--- src/rtl/matrix_op_scheduler.sv ---
// Matrix datapath sequencer: walks output elements row-major and drives reads, accumulate and writes.
// Optional abort port is compiled in with `define MATRIX_SCHED_ABORT_EN.
module matrix_op_scheduler #(
    parameter int MAX_DIM = 5,
    parameter int DIM_W   = 3,
    parameter int ADDR_W  = 5
) (
    input  logic              clk,
    input  logic              rst,
    input  logic              start,
    input  logic [2:0]        op_type,
    input  logic [DIM_W-1:0]  dim_m,
    input  logic [DIM_W-1:0]  dim_n,
    input  logic [DIM_W-1:0]  dim_p,
`ifdef MATRIX_SCHED_ABORT_EN
    input  logic              abort,
`endif
    output logic              busy,
    output logic              a_rd_en,
    output logic [ADDR_W-1:0] a_rd_addr,
    output logic              b_rd_en,
    output logic [ADDR_W-1:0] b_rd_addr,
    output logic [2:0]        alu_op,
    output logic              acc_en,
    output logic              acc_clr,
    output logic              wr_en,
    output logic [ADDR_W-1:0] wr_addr,
    output logic              done,
    output logic              err
);

    localparam logic [1:0] S_IDLE  = 2'd0;
    localparam logic [1:0] S_RUN   = 2'd1;
    localparam logic [1:0] S_DRAIN = 2'd2;
    localparam logic [1:0] S_DONE  = 2'd3;

    localparam logic [2:0] OP_ADD = 3'd0;
    localparam logic [2:0] OP_SUB = 3'd1;
    localparam logic [2:0] OP_SCL = 3'd2;
    localparam logic [2:0] OP_TRN = 3'd3;
    localparam logic [2:0] OP_MM  = 3'd4;

    logic [1:0]        r_state;
    logic [2:0]        r_op;
    logic [DIM_W-1:0]  r_m, r_n, r_p;
    logic [DIM_W-1:0]  r_i, r_j, r_k;
    logic              r_err;
    logic              r_acc_en, r_acc_clr, r_last;
    logic [ADDR_W-1:0] r_wa_p;
    logic              r_wr_en;
    logic [ADDR_W-1:0] r_wr_addr;

    logic              w_abort;
    logic              w_cfg_ok;
    logic [DIM_W-1:0]  w_rows, w_cols, w_klast;
    logic              w_k_end, w_j_end, w_i_end;
    logic              w_issue;
    logic              w_b_use;
    logic [ADDR_W-1:0] w_a_addr, w_b_addr, w_wa;
    logic [ADDR_W-1:0] w_i, w_j, w_k, w_n, w_p, w_c;

`ifdef MATRIX_SCHED_ABORT_EN
    assign w_abort = abort && (r_state == S_RUN || r_state == S_DRAIN);
`else
    assign w_abort = 1'b0;
`endif

    function automatic logic dim_ok(input logic [DIM_W-1:0] d);
        return (d != '0) && (int'(d) <= MAX_DIM);
    endfunction

    assign w_cfg_ok = (op_type <= OP_MM) && dim_ok(dim_m) && dim_ok(dim_n)
                    && ((op_type != OP_MM) || dim_ok(dim_p));

    // Transpose swaps the output shape; only matmul has more than one term
    assign w_rows  = (r_op == OP_TRN) ? r_n : r_m;
    assign w_cols  = (r_op == OP_MM) ? r_p : ((r_op == OP_TRN) ? r_m : r_n);
    assign w_klast = (r_op == OP_MM) ? r_n - DIM_W'(1) : '0;

    assign w_k_end = (r_k == w_klast);
    assign w_j_end = (r_j == w_cols - DIM_W'(1));
    assign w_i_end = (r_i == w_rows - DIM_W'(1));

    assign w_issue = (r_state == S_RUN) && !w_abort;

    assign w_i = ADDR_W'(r_i);
    assign w_j = ADDR_W'(r_j);
    assign w_k = ADDR_W'(r_k);
    assign w_n = ADDR_W'(r_n);
    assign w_p = ADDR_W'(r_p);
    assign w_c = ADDR_W'(w_cols);

    always_comb begin
        w_a_addr = '0;
        w_b_addr = '0;
        w_b_use  = 1'b0;
        unique case (r_op)
            OP_ADD, OP_SUB: begin
                w_a_addr = w_i * w_n + w_j;
                w_b_addr = w_i * w_n + w_j;
                w_b_use  = 1'b1;
            end
            OP_SCL: begin
                w_a_addr = w_i * w_n + w_j;
                w_b_use  = 1'b1;
            end
            OP_TRN: begin
                w_a_addr = w_j * w_n + w_i;
            end
            OP_MM: begin
                w_a_addr = w_i * w_n + w_k;
                w_b_addr = w_k * w_p + w_j;
                w_b_use  = 1'b1;
            end
            default: begin
                w_b_use = 1'b0;
            end
        endcase
    end

    assign w_wa = w_i * w_c + w_j;

    always_ff @(posedge clk or posedge rst) begin
        if (rst) begin
            r_state   <= S_IDLE;
            r_op      <= '0;
            r_m       <= '0;
            r_n       <= '0;
            r_p       <= '0;
            r_i       <= '0;
            r_j       <= '0;
            r_k       <= '0;
            r_err     <= 1'b0;
            r_acc_en  <= 1'b0;
            r_acc_clr <= 1'b0;
            r_last    <= 1'b0;
            r_wa_p    <= '0;
            r_wr_en   <= 1'b0;
            r_wr_addr <= '0;
        end else begin
            r_acc_en  <= w_issue;
            r_acc_clr <= w_issue && (r_k == '0);
            r_last    <= w_issue && w_k_end;
            r_wa_p    <= w_wa;
            r_wr_en   <= r_acc_en && r_last && !w_abort;
            r_wr_addr <= r_wa_p;
            case (r_state)
                S_IDLE: begin
                    if (start) begin
                        r_op <= op_type;
                        r_m  <= dim_m;
                        r_n  <= dim_n;
                        r_p  <= dim_p;
                        r_i  <= '0;
                        r_j  <= '0;
                        r_k  <= '0;
                        if (w_cfg_ok) begin
                            r_err   <= 1'b0;
                            r_state <= S_RUN;
                        end else begin
                            r_err   <= 1'b1;
                            r_state <= S_DONE;
                        end
                    end
                end
                S_RUN: begin
                    if (w_abort) begin
                        r_err   <= 1'b1;
                        r_state <= S_DONE;
                    end else if (!w_k_end) begin
                        r_k <= r_k + DIM_W'(1);
                    end else begin
                        r_k <= '0;
                        if (!w_j_end) begin
                            r_j <= r_j + DIM_W'(1);
                        end else begin
                            r_j <= '0;
                            if (!w_i_end) begin
                                r_i <= r_i + DIM_W'(1);
                            end else begin
                                r_i     <= '0;
                                r_state <= S_DRAIN;
                            end
                        end
                    end
                end
                S_DRAIN: begin
                    if (w_abort) begin
                        r_err   <= 1'b1;
                        r_state <= S_DONE;
                    end else if (!r_acc_en) begin
                        r_state <= S_DONE;
                    end
                end
                default: r_state <= S_IDLE;
            endcase
        end
    end

    assign busy      = (r_state == S_RUN) || (r_state == S_DRAIN);
    assign a_rd_en   = w_issue;
    assign a_rd_addr = w_issue ? w_a_addr : '0;
    assign b_rd_en   = w_issue && w_b_use;
    assign b_rd_addr = b_rd_en ? w_b_addr : '0;
    assign alu_op    = r_op;
    assign acc_en    = r_acc_en && !w_abort;
    assign acc_clr   = r_acc_clr && acc_en;
    assign wr_en     = r_wr_en && !w_abort;
    assign wr_addr   = wr_en ? r_wr_addr : '0;
    assign done      = (r_state == S_DONE);
    assign err       = r_err;

endmodule

--- config.mk ---
export PLATFORM = sky130hd
export DESIGN_NAME = matrix_op_scheduler
export DESIGN_NICKNAME = d
export VERILOG_FILES = /design/src/rtl/matrix_op_scheduler.sv
export SDC_FILE = /design/constraint.sdc
export NUM_CORES = 1
export LEC_CHECK = 0
export CORE_AREA = 2 2 98 100
export CTS_CLUSTER_SIZE = 30
export DETAILED_ROUTE_END_ITERATION = 6
export DIE_AREA = 0 0 100 102
export GPL_ROUTABILITY_DRIVEN = 0
export PLACE_DENSITY_LB_ADDON = 0.05
export SLEW_MARGIN = 15
export SYNTH_ARGS = -nofsm -noshare
export SYNTH_HDL_FRONTEND = slang
export SYNTH_SLANG_ARGS = --single-unit
export TNS_END_PERCENT = 10
--- constraint.sdc ---
create_clock -name clk -period 4.5 [get_ports clk]
set_clock_uncertainty 0.2 [all_clocks]
set_input_delay 0.9 -clock clk [delete_from_list [all_inputs] [get_ports clk]]
set_output_delay 0.9 -clock clk [all_outputs]
set_load 0.02 [all_outputs]
==> metrics.yaml, run 1 <==
placed_design:
  numPortBuffers: 40
  placed_area_um2: 4180
  dpl.hpwl_um: 7220
logic_synthesis:
  synth_area_leaders: "dfrtp_1 27%, ha_1 16%, fa_1 7.4%"
  synthXorXnorAreaFrac: 0.0669
  synth_nets: 456
  syn_avg_cell_area_um2: 9.20
  yosys.area_share.simple: 0.181
  synth_mux_area_frac: 0.0588
  synth_top_family_by_area: "adder cells"
  synth-seq-area-share: 0.269
  synth-edff-count: 0
  synth.cell_area_um2: 3530
  synthAdderAreaFrac: 0.229
  synth_top_cell_area_share: 0.269
  yosys_warnings: 0
  synth_cells: 384
  synth_most_common_cell: "ha_1"
  synth.top_cells.by_count: "44 x ha_1, 38 x dfrtp_1, 33 x inv_1"
  synthArstFlopShare: 1.00
  ys_ff_latch: 38
  synth_largest_area_cell: "dfrtp_1"
  synth_compound_area_frac: 0.139
  synthFlopType: "dfrtp_1"
  ys_types: 54
setup_path:
  critPathSlowestCell: "fa_1"
  cp.arrival_ns: 3.18
  path_cells: "nand2_1, fa_1, inv_1, fa_1, ha_1, a21o_1, a21oi_1, xnor2_1, a21oi_1, nor2_1, dlygate4sd2_1"
  reg2reg_slack_ns: 0.49
  setup.worst_path.end_class: "output port"
  reg2reg_from: "alu_op[0]"
  startpoint_type: "flop"
  path_max_fanout: 2
  cp_num_buf_inv: 2
  critical_path_class: "flop to output port"
  required_ns: 3.40
  r2r-end: "r_wa_p[4]"
  critPathMaxStageDelay_ns: 0.53
  rr_worst_depth: 12
  path_delay_family: "adder cells"
worst_hold_path:
  hold_end: "r_wr_addr[4]"
  hold_path.class: "flop to flop"
  holdPathStages: 0
  hp-start: "r_wa_p[4]"
clock_tree:
  cts_sinks: 38
  ctsHtreeMaxLevel: 2
  postCtsSetupBuffers: 0
  tritoncts: "yes"
  clk_pin_slew_worst_paths_ns: 0.08
  cts_buffers: 5
  hold_buffers: 0
  insertion_delay_ns: 0.30
  clockRootBuffer: "clkbuf_8"
  clk_path_buf_depth: 2
timing:
  finalCriticalPeriod_ns: 4.28
  setup-violations-final: 0
  hold_slack_ns: 0.155
  slew_headroom: 0.494
  finalSetupTns_ns: 0
  slew_violations: 0
  worst_pin_slew_ns: 0.758
  fmax_mhz: 233
  rsz0062_at_grt: "false"
  hold_violations: 0
  period_share: 0.952
layout:
  nNetsFinal: 513
  fillCellCount: 931
  syn_to_final_growth_pct: 22.0
  stdcell_area_um2: 4310
  layout-drive-gt1-share: 0.122
  n_antenna_cell: 0
global_routing:
  antenna_found_initial: 0
  first_global_vias: 2853
  grt_use_total: 0.188
  grt_max_degree: 21
  grt_overflow: 0
  grt_pass1_wl_um: 14900
route:
  vias_per_cell: 5.22
  drt-total-wl_um: 8850
  vias: 2884
  wl_per_cell_um: 16.0
  firstDrtPassIters: 4
  drtAntennaViolNets: 0
  drt_iter0_drc: 178
  drc: 0
die:
  die-area_um2: 10200
  die_y_um: 102
  die_w_um: 100
  fp-row-count: 35
  io_pins: 41
  core_area_um2: 9110
  start_util: 0.388
status:
  status: "finished, final reports clean"
power_and_ir_drop:
  cellPowerDensity_nw_per_um2: 567
  ir_drop_mv: 0.348
  power_leakage_nw: 2.14
run:
  maxCapViolCount: 0
## cells in the final DEF (no fill, tap or decap), types with 3 or more instances in the layout
master           netlist  final
xor2_1                11     11
o21ai_0                8      8
dfrtp_1               38     37
clkbuf_2               0      3
a21oi_1               23     23
a21o_1                 8      8
a31oi_1                3      3
nor2b_1                8      8
inv_1                 33     33
and3_1                 5      5
xnor2_1               16     16
mux2i_1                5      5
nor2_1                32     32
nor3b_1                4      4
ha_1                  44     44
o22ai_1                4      4
clkbuf_8               0      5
fa_1                  13     13
o21bai_1               3      3
mux2_2                12     12
nand2b_1               8      8
nor3_1                 3      3
buf_4                  0     24
nand2_1               32     32
clkdlybuf4s50_1        0     35
and2_1                20     20
## power by group
group	leakage, nW	internal (W)	switching, W
Combinational	1.58	0.000658	0.000857
Sequential	0.492	0.000456	0.000112
Clock	0.0683	0.000222	0.000138
Total	2.14	0.00134	0.00111
## final cells by class
type	instances	area, µm²	area share
Clock buffer	5	68.8	0.0160
Tap cell	111	139	0.0322
Sequential cell	38	952	0.221
Multi-Input combinational cell	299	2390	0.555
Clock inverter	3	68.8	0.0160
Timing Repair Buffer	64	567	0.131
Inverter	33	124	0.0287
## worst max path at each step
stage / start / slack (ns) / cells after the start / to
after CTS: r_n[1] / 0.02 / 11 / a_rd_addr[3]
after detailed placement: r_n[1] / 0.08 / 11 / a_rd_addr[3]
after global routing: r_n[2] / 0.0002 / 12 / a_rd_addr[4]
final: r_k[0] / 0.22 / 11 / b_rd_addr[4]
after global placement: r_n[1] / 0.14 / 12 / a_rd_addr[4]
after floorplan: r_n[0] / 0.44 / 12 / a_rd_addr[4]
## sequential cells by signal (all words and copies together), names as in the netlist
signal,count
wr_en,1
err,1
r_wr_addr,5
alu_op,3
r_state,2
acc_en,1
r_n,3
r_i,3
r_j,3
r_last,1
r_k,3
r_acc_clr,1
r_p,3
r_wa_p,5
r_m,3
## routing by layer
layer | up-vias | GRT usage | wire, µm
met5 | - | 0 | 0
met4 | 0 | 0.0285 | 18
met3 | 3 | 0.0246 | 326
met2 | 66 | 0.317 | 4120
met1 | 1390 | 0.264 | 4390
li1 | 1425 | - | -
## logic make-up after synthesis
group / Yosys count
simple gates: 126
compound gates: 70
fa+ha+maj: 57
buf+inv: 47
flops: 38
xor+xnor: 27
mux: 19
## timing repair
action	in CTS	in global routing
resized for setup	4	9
pin swaps	1	0
setup endpoints to repair	4	4
## metrics by stage
stage          utilization  power (W)  cells  setup slack, ns
6_report             0.473    0.00244    553            0.216
2_1_floorplan            -    0.00160    384            0.444
3_5_place_dp         0.459    0.00208    545           0.0782
5_1_grt              0.473    0.00266    553         0.000221
4_1_cts              0.474    0.00246    553           0.0216
3_3_place_gp         0.459    0.00208    545            0.138
Note: power is estimated with default switching activity, not from simulation.
==> run 2, diff against run 1 <==
Settings changed: PLACE_DENSITY_LB_ADDON 0.05 to not set.
==> run 2 against run 1 <==
  * Combinational power shrank 3%
  * Total power fell by 4.3%
  * Fmax fell by 0.27%
  * Final area shrank 1.1%
  * Via count increased by 0.73%
  * Sequential power is 1% higher
  * Setup slack worse by 0.011 ns
  * Global-route usage is 0.45 points lower
  * Flip-flop and latch count unchanged
  * Wire length is 4.1% lower
  * Largest cell class unchanged
  * Critical path depth down 1
  * Core utilization down 0.52 points
==> metrics.yaml, run 2 (synthesized netlist as in run 1, its figures left out) <==
die:
  core_area_um2: 9110  # unchanged
  start_util: 0.388  # unchanged
  die-area_um2: 10200  # unchanged
  io_pins: 41  # unchanged
  die_y_um: 102  # unchanged
  fp-row-count: 35  # unchanged
  die_w_um: 100  # unchanged
layout:
  final_common_cell: "ha_1"
  syn_to_final_growth_pct: 20.7
  top_regs: "r_wa_p (5), r_wr_addr (5)"
  layout-drive-gt1-share: 0.116  # -0.00626
  fillCellCount: 891  # -4.3%
  nNetsFinal: 511  # -0.39%
  postLayoutCoreUtil: 0.468  # -0.00522
  layout_common_cells: "44 x ha_1, 37 x dfrtp_1, 35 x clkdlybuf4s50_1, 33 x inv_1"
  n_antenna_cell: 0  # unchanged
global_routing:
  grt_use_total: 0.183  # -0.00454
  grt_overflow: 0  # unchanged
  first_global_vias: 3008  # +5.4%
  grt_pass1_wl_um: 14800  # -0.46%
  antenna_found_initial: 0  # unchanged
  grt_max_degree: 39  # +86%
power_and_ir_drop:
  power_leakage_nw: 2.12  # -1.0%
  cellPowerDensity_nw_per_um2: 548  # -3.3%
  power_w: 0.00234  # -4.3%
  ir_drop_mv: 0.339  # -2.6%
worst_hold_path:
  hold_path.class: "flop to flop"
run:
  maxCapViolCount: 0  # unchanged
timing:
  setup-violations-final: 0  # unchanged
  hold_violations: 0  # unchanged
  slew_headroom: 0.513  # +0.0192
  period_share: 0.954  # +0.00253
  slew_violations: 0  # unchanged
  finalSetupTns_ns: 0  # unchanged
  rsz0062_at_grt: "true"
  fmax_mhz: 233  # -0.27%
  worst_slack_ns: 0.205  # -0.0114 ns
  finalCriticalPeriod_ns: 4.30  # +0.0114 ns
  worst_pin_slew_ns: 0.722  # -0.0356 ns
placed_design:
  dp_slack_ns: 0.0943  # +0.0161 ns
  dpl.hpwl_um: 6870  # -4.9%
  numPortBuffers: 40  # unchanged
route:
  vias: 2905  # +0.73%
  firstDrtPassIters: 4  # unchanged
  vias_per_cell: 5.27  # +1.1%
  drc: 0  # unchanged
  drt-total-wl_um: 8490  # -4.1%
  drt_iter0_drc: 120  # -33%
  drtAntennaViolNets: 0  # unchanged
  wl_per_cell_um: 15.4  # -3.7%
setup_path:
  required_ns: 3.40  # about the same
  path_cells: "nand2_1, fa_1, inv_1, fa_1, fa_1, nor2_1, a211oi_1, a21oi_1, nor2_1, clkdlybuf4s15_1"
  startpoint_type: "flop"
  critPathMaxStageDelay_ns: 0.57  # +0.04 ns
  cpMostUsedCell: "fa_1"
  critical_path_class: "flop to output port"
  path_delay_family: "adder cells"
  setup.worst_path.end_class: "output port"
  cp.arrival_ns: 3.20  # +0.02 ns
  cp_num_buf_inv: 2  # unchanged
  path_max_fanout: 4  # +2
  critPathSlowestCell: "fa_1"
clock_tree:
  clockRootBuffer: "clkbuf_8"
  clk_path_buf_depth: 2  # unchanged
  cts_buffers: 5  # unchanged
  cts_sinks: 38  # unchanged
  insertion_delay_ns: 0.29  # about the same
  ctsHtreeMaxLevel: 2  # unchanged
  clk_pin_slew_worst_paths_ns: 0.08  # about the same
  tritoncts: "yes"
  hold_buffers: 0  # unchanged
status:
  status: "finished, final reports clean"
## run 2: cell count changes in the layout (fill, tap and decap cells not counted), sizes merged
cell / change
buf: -2
bufinv: -1
clkdlybuf4s15: +1
clkinv: +1
dlygate4sd2: -1
## run 2: power breakdown
part | switching [W] | internal, W
logic | 0.000833 | 0.000642
clock network | 0.000125 | 0.000163
registers | 0.000118 | 0.000456
## run 2: repair_timing
action                     CTS  global route
gates resized for setup      4             9
setup endpoints to repair    4             5
buffers inserted             0             0
## run 2: routing by layer
| metal | vias to the layer above | GRT usage | routed length, µm |
|---|---|---|---|
| met5 | - | 0 | 0 |
| met4 | 0 | 0.0432 | 129 |
| met3 | 11 | 0.0308 | 237 |
| met2 | 58 | 0.307 | 4030 |
| met1 | 1411 | 0.249 | 4100 |
| li1 | 1425 | - | - |
## run 2: final timing paths
check | to | start | cells after the start | slack [ns]
worst max-delay path | a_rd_addr[2] | r_n[2] | 10 | 0.20
worst min-delay path | r_wr_addr[1] | r_wa_p[1] | 0 | 0.15
worst max register to register | r_wa_p[4] | alu_op[0] | 15 | 0.53
worst min register to register | r_wr_addr[1] | r_wa_p[1] | 0 | 0.15
max in group asynchronous | r_n[1] | rst | 3 | 2.91
min in group asynchronous | r_j[1] | rst | 3 | 0.83
## run 2: area by class of cell
type,count,area (µm²),share of cell area
Clock buffer,5,68.8,0.0161
Clock inverter,3,40.0,0.00939
Inverter,33,124,0.0290
Multi-Input combinational cell,299,2390,0.560
Sequential cell,38,952,0.223
Tap cell,111,139,0.0326
Timing Repair Buffer,62,553,0.130
## run 2: through the flow
stage	instances	area (µm²)	hold slack, ns
after floorplan	384	3530	0.131
after global placement	543	4170	0.135
after detailed placement	543	4170	0.136
after CTS	551	4270	0.156
after global routing	551	4270	0.174
final	551	4270	0.153
==> run 3, diff against run 2 <==
--- a/config.mk
+++ b/config.mk
@@ -16,2 +16,2 @@
 export SYNTH_SLANG_ARGS = --single-unit
-export TNS_END_PERCENT = 10
+export TNS_END_PERCENT = 20
--- a/constraint.sdc
+++ b/constraint.sdc
@@ -4,2 +4,2 @@
 set_output_delay 0.9 -clock clk [all_outputs]
-set_load 0.02 [all_outputs]
+set_load 0.01 [all_outputs]
==> run 3 against run 2 <==
  * Setup slack got worse by 0.0027 ns
  * Final area about the same
  * Register-to-register slack got worse by 0.03 ns
  * Sequential share of layout area about the same
  * Non-clock buffer count decreased by 1
  * Largest power group unchanged
  * Highest routed layer unchanged
==> metrics.yaml, run 3 (synthesized netlist as in run 1, its figures left out) <==
die:
  io_pins: 41  # unchanged
  die-area_um2: 10200  # unchanged
  die_y_um: 102  # unchanged
  fp-row-count: 35  # unchanged
  start_util: 0.388  # unchanged
  die_w_um: 100  # unchanged
  core_area_um2: 9110  # unchanged
global_routing:
  grt_use_total: 0.176  # -0.00710
  first_global_vias: 2819  # -6.3%
  antenna_found_initial: 0  # unchanged
  grt_overflow: 0  # unchanged
  grt_pass1_wl_um: 14200  # -3.8%
  grt_max_degree: 39  # unchanged
route:
  drc: 0  # unchanged
  vias_per_cell: 5.29  # +0.39%
  wl_per_cell_um: 15.7  # +1.7%
  drt-total-wl_um: 8620  # +1.5%
  drt_iter0_drc: 155  # +29%
  drtAntennaViolNets: 0  # unchanged
  firstDrtPassIters: 4  # unchanged
  vias: 2911  # +0.21%
clock_tree:
  insertion_delay_ns: 0.29  # about the same
  clk_pin_slew_worst_paths_ns: 0.08  # about the same
  hold_buffers: 0  # unchanged
  cts_sinks: 38  # unchanged
  ctsHtreeMaxLevel: 2  # unchanged
  clockRootBuffer: "clkbuf_8"
  cts_buffers: 5  # unchanged
  clk_path_buf_depth: 2  # unchanged
  tritoncts: "yes"
timing:
  hold_violations: 0  # unchanged
  setup-violations-final: 0  # unchanged
  worst_pin_slew_ns: 0.668  # -0.0539 ns
  finalCriticalPeriod_ns: 4.30  # +0.00267 ns
  rsz0062_at_grt: "false"
  period_share: 0.955  # about the same
  fmax_mhz: 233  # about the same
  worst_slack_ns: 0.202  # -0.00267 ns
  slew_violations: 0  # unchanged
  finalSetupTns_ns: 0  # unchanged
  slew_headroom: 0.553  # +0.0399
setup_path:
  setup.worst_path.end_class: "output port"
  startpoint_type: "flop"
  critical_path_class: "flop to output port"
  path_max_fanout: 5  # +1
  required_ns: 3.40  # about the same
  cp.arrival_ns: 3.20  # about the same
layout:
  nNetsFinal: 510  # -0.20%
  top_regs: "r_wa_p (5), r_wr_addr (5)"
  layout-drive-gt1-share: 0.109  # -0.00657
  fillCellCount: 889  # -0.22%
  postLayoutCoreUtil: 0.468  # about the same
  n_antenna_cell: 0  # unchanged
  final_cells: 550  # -0.18%
  layout_common_cells: "44 x ha_1, 38 x dfrtp_1, 36 x clkdlybuf4s50_1, 33 x inv_1"
  syn_to_final_growth_pct: 20.6  # about the same
  final_common_cell: "ha_1"
placed_design:
  place_inst: 539  # -0.74%
  dp_slack_ns: 0.114  # +0.0197 ns
  dpl.hpwl_um: 6790  # -1.2%
  numPortBuffers: 40  # unchanged
power_and_ir_drop:
  cellPowerDensity_nw_per_um2: 537  # -2.0%
  ir_drop_mv: 0.323  # -4.6%
  power_leakage_nw: 2.10  # -0.73%
worst_hold_path:
  hold_path.class: "flop to flop"
run:
  maxCapViolCount: 0  # unchanged
status:
  status: "finished, final reports clean"
==> run 3: changes by cell type in the layout (fill, tap and decap cells not counted), moves of 2 or more <==
cell	before	now
clkbuf_2	3	1
clkbuf_8	5	8
clkinv_2	2	0
dlygate4sd2_1	0	3
==> run 3: path summary, 6_finish.rpt <==
check,startpoint,end,slack [ns],cells after the start
setup / recovery,r_p[1],b_rd_addr[3],0.20,9
hold / removal,r_wa_p[0],r_wr_addr[0],0.15,0
setup reg to reg,alu_op[0],r_wa_p[4],0.50,15
hold reg to reg,r_wa_p[0],r_wr_addr[0],0.15,0
max in group asynchronous,rst,r_wa_p[1],2.92,3
min in group asynchronous,rst,r_k[2],0.83,3
==> run 3: stage by stage <==
stage          total power (W)  instance area, µm²  hold WS [ns]
6_report               0.00229                4260         0.152
5_1_grt                0.00249                4260         0.158
4_1_cts                0.00229                4270         0.152
3_5_place_dp           0.00199                4140         0.136
3_3_place_gp           0.00196                4140         0.134
2_1_floorplan          0.00156                3530         0.131
==> run 3: power breakdown <==
part | internal (W) | switching, W
registers | 0.000455 | 0.000124
logic | 0.000642 | 0.000791
clock network | 0.000155 | 0.000123
==> run 3: metal layers <==
metal	track usage	part of all wire	routed length [µm]	vias up
met2	0.303	0.47	4080	88
li1	-	-	-	1421
met4	0.0211	0.0031	27	0
met1	0.240	0.48	4120	1396
met3	0.0308	0.045	387	6
met5	0	0	0	-
==> run 3: repair_timing <==
item | in CTS | in global routing
pin swaps | 2 | 0
resized for setup | 4 | 3
buffers inserted | 3 | 0
cloned | 0 | 0
setup endpoints to repair | 4 | 1
==> run 3: worst max-delay path: stages, from the launching register on <==
cell and delay [ns]:
dfrtp_1 0.43, nand2_1 0.10, fa_1 0.50, inv_1 0.05, fa_1 0.50, fa_1 0.45, xor2_1 0.15, a21oi_1 0.08
nor2_1 0.10, clkdlybuf4s50_1 0.54
==> run 3: cell type report <==
class                           count  area [µm²]  area share
Multi-Input combinational cell    299        2390       0.561
Sequential cell                    38         951       0.223
Timing Repair Buffer               61         549       0.129
Tap cell                          111         139      0.0326
Inverter                           33         124      0.0290
Clock buffer                        8         110      0.0258
